==> config.mk <==
export PLATFORM = sky130hd
export DESIGN_NAME = pong_game_ctrl
export DESIGN_NICKNAME = d
export VERILOG_FILES = /design/src/rtl/pong_game_ctrl.sv
export SDC_FILE = /design/constraint.sdc
export NUM_CORES = 1
export LEC_CHECK = 0
export CAP_MARGIN = 20
export CORE_MARGIN = 2
export CORE_UTILIZATION = 52
export CTS_CLUSTER_SIZE = 40
export DETAILED_ROUTE_END_ITERATION = 12
export DONT_BUFFER_PORTS = 1
export PLACE_DENSITY = 0.71
export SLEW_MARGIN = 20
export SYNTH_ARGS = -nofsm -noshare
export SYNTH_HDL_FRONTEND = slang
export SYNTH_SLANG_ARGS = --single-unit
==> constraint.sdc <==
create_clock -name vga_clk -period 4.5 [get_ports vga_clk]
set_input_delay 0.45 -clock vga_clk [delete_from_list [all_inputs] [get_ports vga_clk]]
set_output_delay 0.45 -clock vga_clk [all_outputs]
set_load 0.01 [all_outputs]
==> src/rtl/pong_game_ctrl.sv <==
// pong_game_ctrl: game controller for a two-paddle pong game.
//
// The ball advances once per frame_tick. It bounces off the top and bottom
// walls and off either paddle. A ball that passes a paddle scores a point
// for the opposite player. The first player to reach WIN_SCORE ends the game.
//
// Ports
//   vga_clk     pixel clock; all state changes on its rising edge
//   rst_n       synchronous, active-low reset
//   frame_tick  one-cycle pulse at the start of vertical blanking
//   pb_serve    serve/restart button, active-high, already synchronized
//   p1_y, p2_y  top row of the left and right paddle
//   ball_x/y    ball left column / top row
//   score1/2    left / right player score
//   state       IDLE=00, SERVE=01, PLAY=10, OVER=11
//   game_over   high while state is OVER
//   hit_pulse   one-cycle pulse after a paddle hit
module pong_game_ctrl #(
  parameter int SCREEN_W     = 640,
  parameter int SCREEN_H     = 480,
  parameter int BALL_SIZE    = 8,
  parameter int PAD_W        = 10,
  parameter int PAD_H        = 80,
  parameter int P1_X         = 50,
  parameter int P2_X         = 590,
  parameter int SPEED        = 2,
  parameter int WIN_SCORE    = 9,
  parameter int SERVE_FRAMES = 60
) (
  input  logic       vga_clk,
  input  logic       rst_n,
  input  logic       frame_tick,
  input  logic       pb_serve,
  input  logic [9:0] p1_y,
  input  logic [9:0] p2_y,
  output logic [9:0] ball_x,
  output logic [9:0] ball_y,
  output logic [3:0] score1,
  output logic [3:0] score2,
  output logic [1:0] state,
  output logic       game_over,
  output logic       hit_pulse
);

  typedef enum logic [1:0] {
    IDLE  = 2'b00,
    SERVE = 2'b01,
    PLAY  = 2'b10,
    OVER  = 2'b11
  } state_e;

  localparam int CNT_W = $clog2(SERVE_FRAMES + 1);

  localparam logic [9:0]       CENTRE_X = 10'((SCREEN_W - BALL_SIZE) / 2);
  localparam logic [9:0]       CENTRE_Y = 10'((SCREEN_H - BALL_SIZE) / 2);
  localparam logic [9:0]       Y_LIMIT  = 10'(SCREEN_H - BALL_SIZE);
  localparam logic [9:0]       L_STOP   = 10'(P1_X + PAD_W);
  localparam logic [9:0]       R_STOP   = 10'(P2_X - BALL_SIZE);
  localparam logic signed [10:0] SPD    = 11'(SPEED);
  localparam logic signed [10:0] BSZ    = 11'(BALL_SIZE);
  localparam logic signed [10:0] X_MAX  = 11'(SCREEN_W - BALL_SIZE);
  localparam logic signed [10:0] Y_MAX  = 11'(SCREEN_H - BALL_SIZE);
  localparam logic signed [10:0] L_FACE = 11'(P1_X + PAD_W);
  localparam logic signed [10:0] L_BACK = 11'(P1_X);
  localparam logic signed [10:0] R_FACE = 11'(P2_X);
  localparam logic signed [10:0] R_BACK = 11'(P2_X + PAD_W);
  localparam logic [10:0]      BSZ_U    = 11'(BALL_SIZE);
  localparam logic [10:0]      PADH_U   = 11'(PAD_H);
  localparam logic [3:0]       WIN      = 4'(WIN_SCORE);
  localparam logic [CNT_W-1:0] CNT_LAST = CNT_W'(SERVE_FRAMES - 1);
  localparam logic [CNT_W-1:0] CNT_ONE  = CNT_W'(1);

  state_e           state_q, state_d;
  logic [9:0]       ball_x_q, ball_x_d;
  logic [9:0]       ball_y_q, ball_y_d;
  logic [3:0]       score1_q, score1_d;
  logic [3:0]       score2_q, score2_d;
  logic             dx_q, dx_d;
  logic             dy_q, dy_d;
  logic [CNT_W-1:0] cnt_q, cnt_d;
  logic             pb_q, pb_d;
  logic             hit_q, hit_d;
  logic             over_q, over_d;

  // Next position is computed one bit wider and signed so that a step past
  // column/row 0 shows up as a negative value instead of wrapping to ~1023.
  logic signed [10:0] cur_x, cur_y, next_x, next_y;
  logic [10:0]        ball_top, ball_bot;
  logic               p1_ovl, p2_ovl;
  logic               hit_l, hit_r, miss_l, miss_r;
  logic               serve_evt;
  logic [3:0]         s1_inc, s2_inc;

  assign cur_x  = $signed({1'b0, ball_x_q});
  assign cur_y  = $signed({1'b0, ball_y_q});
  assign next_x = dx_q ? cur_x + SPD : cur_x - SPD;
  assign next_y = dy_q ? cur_y + SPD : cur_y - SPD;

  // Vertical overlap uses the ball row before this frame's move.
  assign ball_top = {1'b0, ball_y_q};
  assign ball_bot = ball_top + BSZ_U;
  assign p1_ovl   = (ball_bot > {1'b0, p1_y}) && (ball_top < ({1'b0, p1_y} + PADH_U));
  assign p2_ovl   = (ball_bot > {1'b0, p2_y}) && (ball_top < ({1'b0, p2_y} + PADH_U));

  assign hit_l  = !dx_q && (next_x <= L_FACE) && ((next_x + BSZ) > L_BACK) && p1_ovl;
  assign hit_r  = dx_q && ((next_x + BSZ) >= R_FACE) && (next_x < R_BACK) && p2_ovl;
  assign miss_l = (next_x <= 11'sd0);
  assign miss_r = (next_x >= X_MAX);

  assign serve_evt = pb_serve && !pb_q;

  // Scores stop at WIN_SCORE instead of wrapping.
  assign s1_inc = (score1_q == WIN) ? score1_q : score1_q + 4'd1;
  assign s2_inc = (score2_q == WIN) ? score2_q : score2_q + 4'd1;

  // NOTE: every signal driven here gets a default before the case statement,
  // so no path leaves a value unassigned and no latch is inferred.
  always_comb begin
    state_d  = state_q;
    ball_x_d = ball_x_q;
    ball_y_d = ball_y_q;
    score1_d = score1_q;
    score2_d = score2_q;
    dx_d     = dx_q;
    dy_d     = dy_q;
    cnt_d    = cnt_q;
    pb_d     = pb_serve;
    hit_d    = 1'b0;

    unique case (state_q)
      IDLE: begin
        ball_x_d = CENTRE_X;
        ball_y_d = CENTRE_Y;
        if (serve_evt) begin
          state_d = SERVE;
          cnt_d   = '0;
        end
      end

      SERVE: begin
        ball_x_d = CENTRE_X;
        ball_y_d = CENTRE_Y;
        if (frame_tick) begin
          cnt_d = cnt_q + CNT_ONE;
          if (cnt_q == CNT_LAST) state_d = PLAY;
        end
      end

      PLAY: begin
        if (frame_tick) begin
          // Vertical walls, independent of what happens horizontally.
          if (next_y <= 11'sd0) begin
            ball_y_d = '0;
            dy_d     = 1'b1;
          end else if (next_y >= Y_MAX) begin
            ball_y_d = Y_LIMIT;
            dy_d     = 1'b0;
          end else begin
            ball_y_d = next_y[9:0];
          end

          // Paddle hits are checked before misses.
          if (hit_l) begin
            ball_x_d = L_STOP;
            dx_d     = 1'b1;
            hit_d    = 1'b1;
          end else if (hit_r) begin
            ball_x_d = R_STOP;
            dx_d     = 1'b0;
            hit_d    = 1'b1;
          end else if (miss_l || miss_r) begin
            // A point recentres the ball and overrides any wall bounce;
            // dy keeps its pre-tick value.
            ball_x_d = CENTRE_X;
            ball_y_d = CENTRE_Y;
            dx_d     = !dx_q;
            dy_d     = dy_q;
            if (miss_l) score2_d = s2_inc;
            else        score1_d = s1_inc;
            if ((miss_l && s2_inc == WIN) || (miss_r && s1_inc == WIN)) begin
              state_d = OVER;
            end else begin
              state_d = SERVE;
              cnt_d   = '0;
            end
          end else begin
            ball_x_d = next_x[9:0];
          end
        end
      end

      OVER: begin
        if (serve_evt) begin
          score1_d = '0;
          score2_d = '0;
          ball_x_d = CENTRE_X;
          ball_y_d = CENTRE_Y;
          dx_d     = 1'b1;
          dy_d     = 1'b1;
          state_d  = IDLE;
        end
      end

      default: state_d = IDLE;
    endcase

    over_d = (state_d == OVER);
  end

  // NOTE: state is updated with non-blocking assignments so every flop
  // samples the pre-edge values computed above, independent of ordering.
  always_ff @(posedge vga_clk) begin
    if (!rst_n) begin
      state_q  <= IDLE;
      ball_x_q <= CENTRE_X;
      ball_y_q <= CENTRE_Y;
      score1_q <= '0;
      score2_q <= '0;
      dx_q     <= 1'b1;
      dy_q     <= 1'b1;
      cnt_q    <= '0;
      pb_q     <= 1'b0;
      hit_q    <= 1'b0;
      over_q   <= 1'b0;
    end else begin
      state_q  <= state_d;
      ball_x_q <= ball_x_d;
      ball_y_q <= ball_y_d;
      score1_q <= score1_d;
      score2_q <= score2_d;
      dx_q     <= dx_d;
      dy_q     <= dy_d;
      cnt_q    <= cnt_d;
      pb_q     <= pb_d;
      hit_q    <= hit_d;
      over_q   <= over_d;
    end
  end

  assign ball_x    = ball_x_q;
  assign ball_y    = ball_y_q;
  assign score1    = score1_q;
  assign score2    = score2_q;
  assign state     = state_q;
  assign game_over = over_q;
  assign hit_pulse = hit_q;

endmodule

==> impl_metrics.tcl, run 1 <==
set metrics [dict create \
    port_buffers 0 \
    die_w_um 96.3 \
    critPathMaxFanout 9 \
    clk_pin_slew_ns 0.09 \
    vias 4094 \
    hold_class "in2reg" \
    synth.top_cell.area_share_pct 18.4 \
    synth_edf_count 0 \
    status "finished, final reports clean" \
    numClockSinks 40 \
    fin_area_um2 4630 \
    nets 643 \
    dp_cells 650 \
    die_y_um 96.3 \
    final_core_util_pct 56.3 \
    via_per_inst 6.22 \
    synth.largest_area_cell "ha_1" \
    dieArea_um2 9260 \
    drt_iter0_markers 349 \
    ys.flop_type "dfxtp_1" \
    layout.cells.non_filler 658 \
    n_antenna_cell 0 \
    grt_pass1_vias 3983 \
    dp_slack_ns 0.334 \
    synth.top_cells.by_count "ha_1 (65), inv_1 (48), nand2_1 (46)" \
    ir_worst_vdd_v 0.000142 \
    global_route.usage.total_pct 25.7 \
    cts_max_level 2 \
    core_area_um2 8220 \
    startpoint_type "register" \
    end_kind "register" \
    routedWlPerCell_um 17.7 \
    finalCritPeriodShare_pct 93.5 \
    r2r_cells 13 \
    fmax_ghz 0.238 \
    final.setup.tns_ns 0 \
    fin_skew_ns 0.0111 \
    maxCapViolations 0 \
    synth-seq-cells 40 \
    min_to "ball_x[4]" \
    yosysSeqAreaShare_pct 18.1 \
    routabilityCongestion 0.944 \
    synth_cell_types 79 \
    hold_start "rst_n" \
    grt_overflow_total 0 \
    p_per_area_nw_per_um2 150 \
    setup_viol 0 \
    cts_root_buffer "clkbuf_8" \
    ant_nets 0 \
    ff2ff_setup_slack_ns 0.29 \
    hpwl_um 9060 \
    rows 33 \
    yosys-top-cells-area "ha_1 (18%), dfxtp_1 (18%), a21oi_1 (4.6%)" \
    async_flop_share_pct 0 \
    grt_pass1_wl_um 18600 \
    start_util_pct 53.9 \
    period_needed_ns 4.21 \
    cts_tree "built" \
    hold-worst-slack_ns 0.219 \
    cts_setup_buffers 0 \
    antenna_found_initial 0 \
    r2r-end "score2[0]" \
    cts_inserted_buffers 5 \
    grt_max_degree 28 \
    yosysWarningCount 0 \
    totalWireLength_um 11700 \
    dpl_cell_area_um2 4530 \
    firstDrtPassIters 4 \
    worstPathRequired_ns 4.69 \
    cp.arrival_ns 4.40 \
    hold_viol 0 \
    ios 56 \
    yosysMostFrequentCell "ha_1" \
    cts_hold_buf 0 \
    reg2reg_from "dx_q" \
    worstMarginPinSlew_ns 0.791 \
    syn-num-nets 646 \
    p_leak_nw 2.03 \
    avgSynthCellArea_um2 7.97 \
    cts_max_path_buffers 2 \
    slew_headroom_pct 47.2 \
    ctsResizeCount 0 \
    netlist_area_um2 4430 \
    drive_above_1_share_pct 7.59 \
    layout_setup_ws_ns 0.293 \
    slew_violations 0 \
    worst-setup-path-type "reg2reg" \
    rsz0062_at_grt "no" \
    hold_depth 1 \
    clkLatencyLatePin_ns 0.29 \
    totalPowerFinal_mw 0.693 \
    drc_errors 0 \
    synthToLayoutAreaGrowth_pct 4.58 \
    syn-instance-count 555 \
]
==> metal layers <==
metal,vias up,global-route usage (%),part of all wire (%)
met2,100,43.9,47
met5,-,0,0
met3,12,5.01,5.7
met4,0,5.60,0.94
met1,1949,33.3,46
li1,2033,-,-
==> layout by cell type (no fill, tap or decap), types with 8 or more instances in the layout <==
master / instances
a21o_1: 8
a21oi_1: 41
and2_1: 11
dfxtp_1: 40
ha_1: 65
inv_1: 48
nand2_1: 46
nand3_1: 25
nand4_1: 13
nor2_1: 34
nor3_1: 11
o21ai_0: 24
xnor2_1: 20
xor2_1: 12
==> critical path: stages, from the launching register on <==
cell and delay, ns:
dfxtp_1 0.53, inv_1 0.18, ha_1 0.40, a211oi_4 0.38, nor3b_1 0.12, nor2b_1 0.36
ha_1 0.33, nand4_1 0.16, o21a_1 0.23, a2111o_1 0.44, a21oi_4 0.23, o21a_1 0.21
a31oi_1 0.17, o311a_1 0.37
==> where the power goes <==
group | switching (mW) | internal (mW) | total [mW]
registers | 0.00190 | 0.355 | 0.357
logic | 0.0463 | 0.0344 | 0.0808
clock network | 0.131 | 0.124 | 0.256
total | 0.180 | 0.513 | 0.693
==> layout make-up <==
type / count / area (um^2)
multi-input cells: 452 / 3380
inverters: 48 / 180
clock buffers: 6 / 82.6
repair buffers: 5 / 37.5
clock inverters: 2 / 15.0
well taps: 105 / 131
fillers: 747 / 3590
flip-flops and latches: 40 / 801
==> kinds of logic (layout without fill, tap and decap cells) <==
group                      count (synthesis)  count (layout)  share of synthesized area [%]
and+or+nand+nor                          185             185                           21.7
AOI/OAI and AO/OA                        161             161                           27.5
adders and majority gates                 67              67                           19.3
buffers and inverters                     63              61                           5.51
DFF                                       40              40                           18.1
xor gates and xnor gates                  33              33                           6.70
muxes                                      5               5                           1.13
other                                      1               1                         0.0847
==> sequential cells by signal, indices dropped and copies added (netlist names) <==
signal,flops
ball_x,9
score2,4
pb_q,1
game_over,1
hit_pulse,1
dy_q,1
dx_q,1
ball_y,10
cnt_q,6
state,2
score1,4
==> how the worst max path moves through the flow <==
stage	end	start	slack, ns
floorplan	score2[0]	dx_q	0.54
global placement	score2[0]	dx_q	0.54
detailed placement	score2[0]	dx_q	0.33
CTS	score2[0]	dx_q	0.32
global route	dx_q	dx_q	0.09
finish	score2[0]	dx_q	0.29
Power figures use the tool's default switching activity.
==> run 2: changes to the inputs <==
--- a/config.mk
+++ b/config.mk
@@ -11,7 +11,7 @@
 export CTS_CLUSTER_SIZE = 40
 export DETAILED_ROUTE_END_ITERATION = 12
 export DONT_BUFFER_PORTS = 1
-export PLACE_DENSITY = 0.71
+export PLACE_DENSITY = 0.75
 export SLEW_MARGIN = 20
 export SYNTH_ARGS = -nofsm -noshare
 export SYNTH_HDL_FRONTEND = slang
==> run 2 against run 1 <==
  * Flip-flop and latch count stayed put
  * Via count is 1.0% higher
  * Critical path depth is 2 lower
  * Sequential power hardly changed
  * Final cell count is 0.30% lower
  * Non-clock buffer count is 1 lower
  * Clock-buffer cell count is 1 lower
  * Critical path type unchanged
  * Critical endpoint is now dx_q
  * Largest power group unchanged
  * Highest routed layer unchanged
==> impl_metrics.tcl, run 2 (synthesis gave the netlist of run 1 again) <==
set metrics [dict create \
    grt_pass1_wl_um 18300 \
    routabilityCongestion 0.904 \
    grt_max_degree 28 \
    ff2ff_setup_slack_ns 0.35 \
    die_y_um 96.3 \
    slew_headroom_pct 47.1 \
    hold_start "rst_n" \
    cts_max_path_buffers 2 \
    hold_depth 1 \
    cts_inserted_buffers 5 \
    cts_setup_buffers 0 \
    hold_viol 0 \
    min_to "ball_x[5]" \
    clk_pin_slew_ns 0.08 \
    ir_worst_vdd_v 0.0000891 \
    fin_area_um2 4600 \
    status "finished, final reports clean" \
    routedWlPerCell_um 17.3 \
    fmax_ghz 0.241 \
    slowest_stage "nor2_1" \
    cts_hold_buf 0 \
    hpwl_um 8770 \
    firstDrtPassIters 5 \
    cp_top_family "simple AND/OR/NAND/NOR gates" \
    p_leak_nw 2.02 \
    totalWireLength_um 11400 \
    cp.arrival_ns 4.34 \
    setup_viol 0 \
    clkLatencyLatePin_ns 0.30 \
    cts_root_buffer "clkbuf_8" \
    r2r_cells 11 \
    ios 56 \
    grt_pass1_vias 3891 \
    worstPathRequired_ns 4.69 \
    largest_reg_flops 10 \
    multi_input_area_um2 3380 \
    cts_max_level 2 \
    drive_above_1_share_pct 7.26 \
    start_util_pct 53.9 \
    port_buffers 0 \
    drt_iter0_markers 265 \
    fin_skew_ns 0.00528 \
    cts_tree "built" \
    synthToLayoutAreaGrowth_pct 4.04 \
    finalCritPeriodShare_pct 92.2 \
    final.setup.tns_ns 0 \
    ant_nets 0 \
    layout_commonest_cell "ha_1" \
    via_per_inst 6.30 \
    dieArea_um2 9260 \
    startpoint_type "register" \
    rows 33 \
    r2r-end "dx_q" \
    worst_path_largest_cell_delay_ns 0.67 \
    reg2reg_from "dx_q" \
    ctsResizeCount 0 \
    dpl_cell_area_um2 4520 \
    core_area_um2 8220 \
    end_kind "register" \
    hold_class "in2reg" \
    nFillCells 740 \
    worstMarginPinSlew_ns 0.791 \
    p_per_area_nw_per_um2 148 \
    nets 642 \
    global_route.usage.total_pct 24.8 \
    rsz0062_at_grt "no" \
    period_needed_ns 4.15 \
    maxCapViolations 0 \
    final_cell_mix "ha_1 (65), inv_1 (48), nand2_1 (46)" \
    n_antenna_cell 0 \
    crit_chain "inv_1 -> ha_1 -> a211oi_4 -> o211ai_2 -> nand3_1 -> nor3b_2 -> o41ai_4 -> nor2_1 -> o211ai_2 -> nand3_1 -> or3b_1" \
    drc_errors 0 \
    antenna_found_initial 0 \
    vias 4135 \
    worst-setup-path-type "reg2reg" \
    die_w_um 96.3 \
    grt_overflow_total 0 \
    numClockSinks 40 \
    path_buf_inv 1 \
    critPathMaxFanout 13 \
    slew_violations 0 \
    register_area_um2 801 \
]
-- run 2: how the worst max path moves through the flow --
stage | start | to | slack, ns | cells past startpoint
6_report | dx_q | dx_q | 0.35 | 11
3_5_place_dp | dx_q | cnt_q[4] | 0.39 | 12
2_1_floorplan | dx_q | score2[0] | 0.54 | 14
5_1_grt | dx_q | dx_q | 0.06 | 11
3_3_place_gp | dx_q | game_over | 0.54 | 12
4_1_cts | dx_q | ball_y[0] | 0.38 | 13
-- run 2: power by group --
group	switching [mW]	internal [mW]	total, mW	leakage (nW)
Combinational	0.0462	0.0344	0.0806	1.66
Clock	0.138	0.105	0.244	0.0400
Sequential	0.00196	0.355	0.357	0.323
Total	0.187	0.494	0.681	2.02
-- run 2: through the flow --
| step | hold WS (ns) | util [%] | setup slack [ns] | power (mW) | std cells |
|---|---|---|---|---|---|
| 6_report | 0.204 | 56.0 | 0.353 | 0.681 | 656 |
| 2_1_floorplan | 0.527 | - | 0.541 | 0.432 | 555 |
| 3_5_place_dp | 0.517 | 55.0 | 0.393 | 0.445 | 649 |
| 3_3_place_gp | 0.515 | 55.0 | 0.544 | 0.440 | 649 |
| 4_1_cts | 0.200 | 56.0 | 0.381 | 0.685 | 656 |
| 5_1_grt | 0.196 | 56.0 | 0.0609 | 0.710 | 656 |
-- run 2: per-layer routing --
| layer | global-route usage (%) | up-vias | share of wire (%) |
|---|---|---|---|
| li1 | - | 2028 | - |
| met1 | 32.4 | 1955 | 46 |
| met2 | 41.9 | 139 | 46 |
| met3 | 4.39 | 13 | 6.9 |
| met4 | 6.43 | 0 | 1.2 |
| met5 | 0 | - | 0 |
-- run 2: final cells by class --
type                       instances  share of cell area [%]
clock buffer                       5                    1.49
inverter                          48                    3.91
timing repair buffer               4                   0.652
sequential                        40                    17.4
clock inverter                     2                   0.272
multi-input combinational        452                    73.4
tap                              105                    2.85
-- run 2: worst reg2reg max path: cells and delay by family, from the launching register on --
family / cells / cell delay [ns]
AND/OR/NAND/NOR: 5 / 1.73
AO/OA/AOI/OAI: 4 / 1.05
flip-flops: 1 / 0.51
adder cells (fa/ha/maj): 1 / 0.45
buffers and inverters: 1 / 0.31
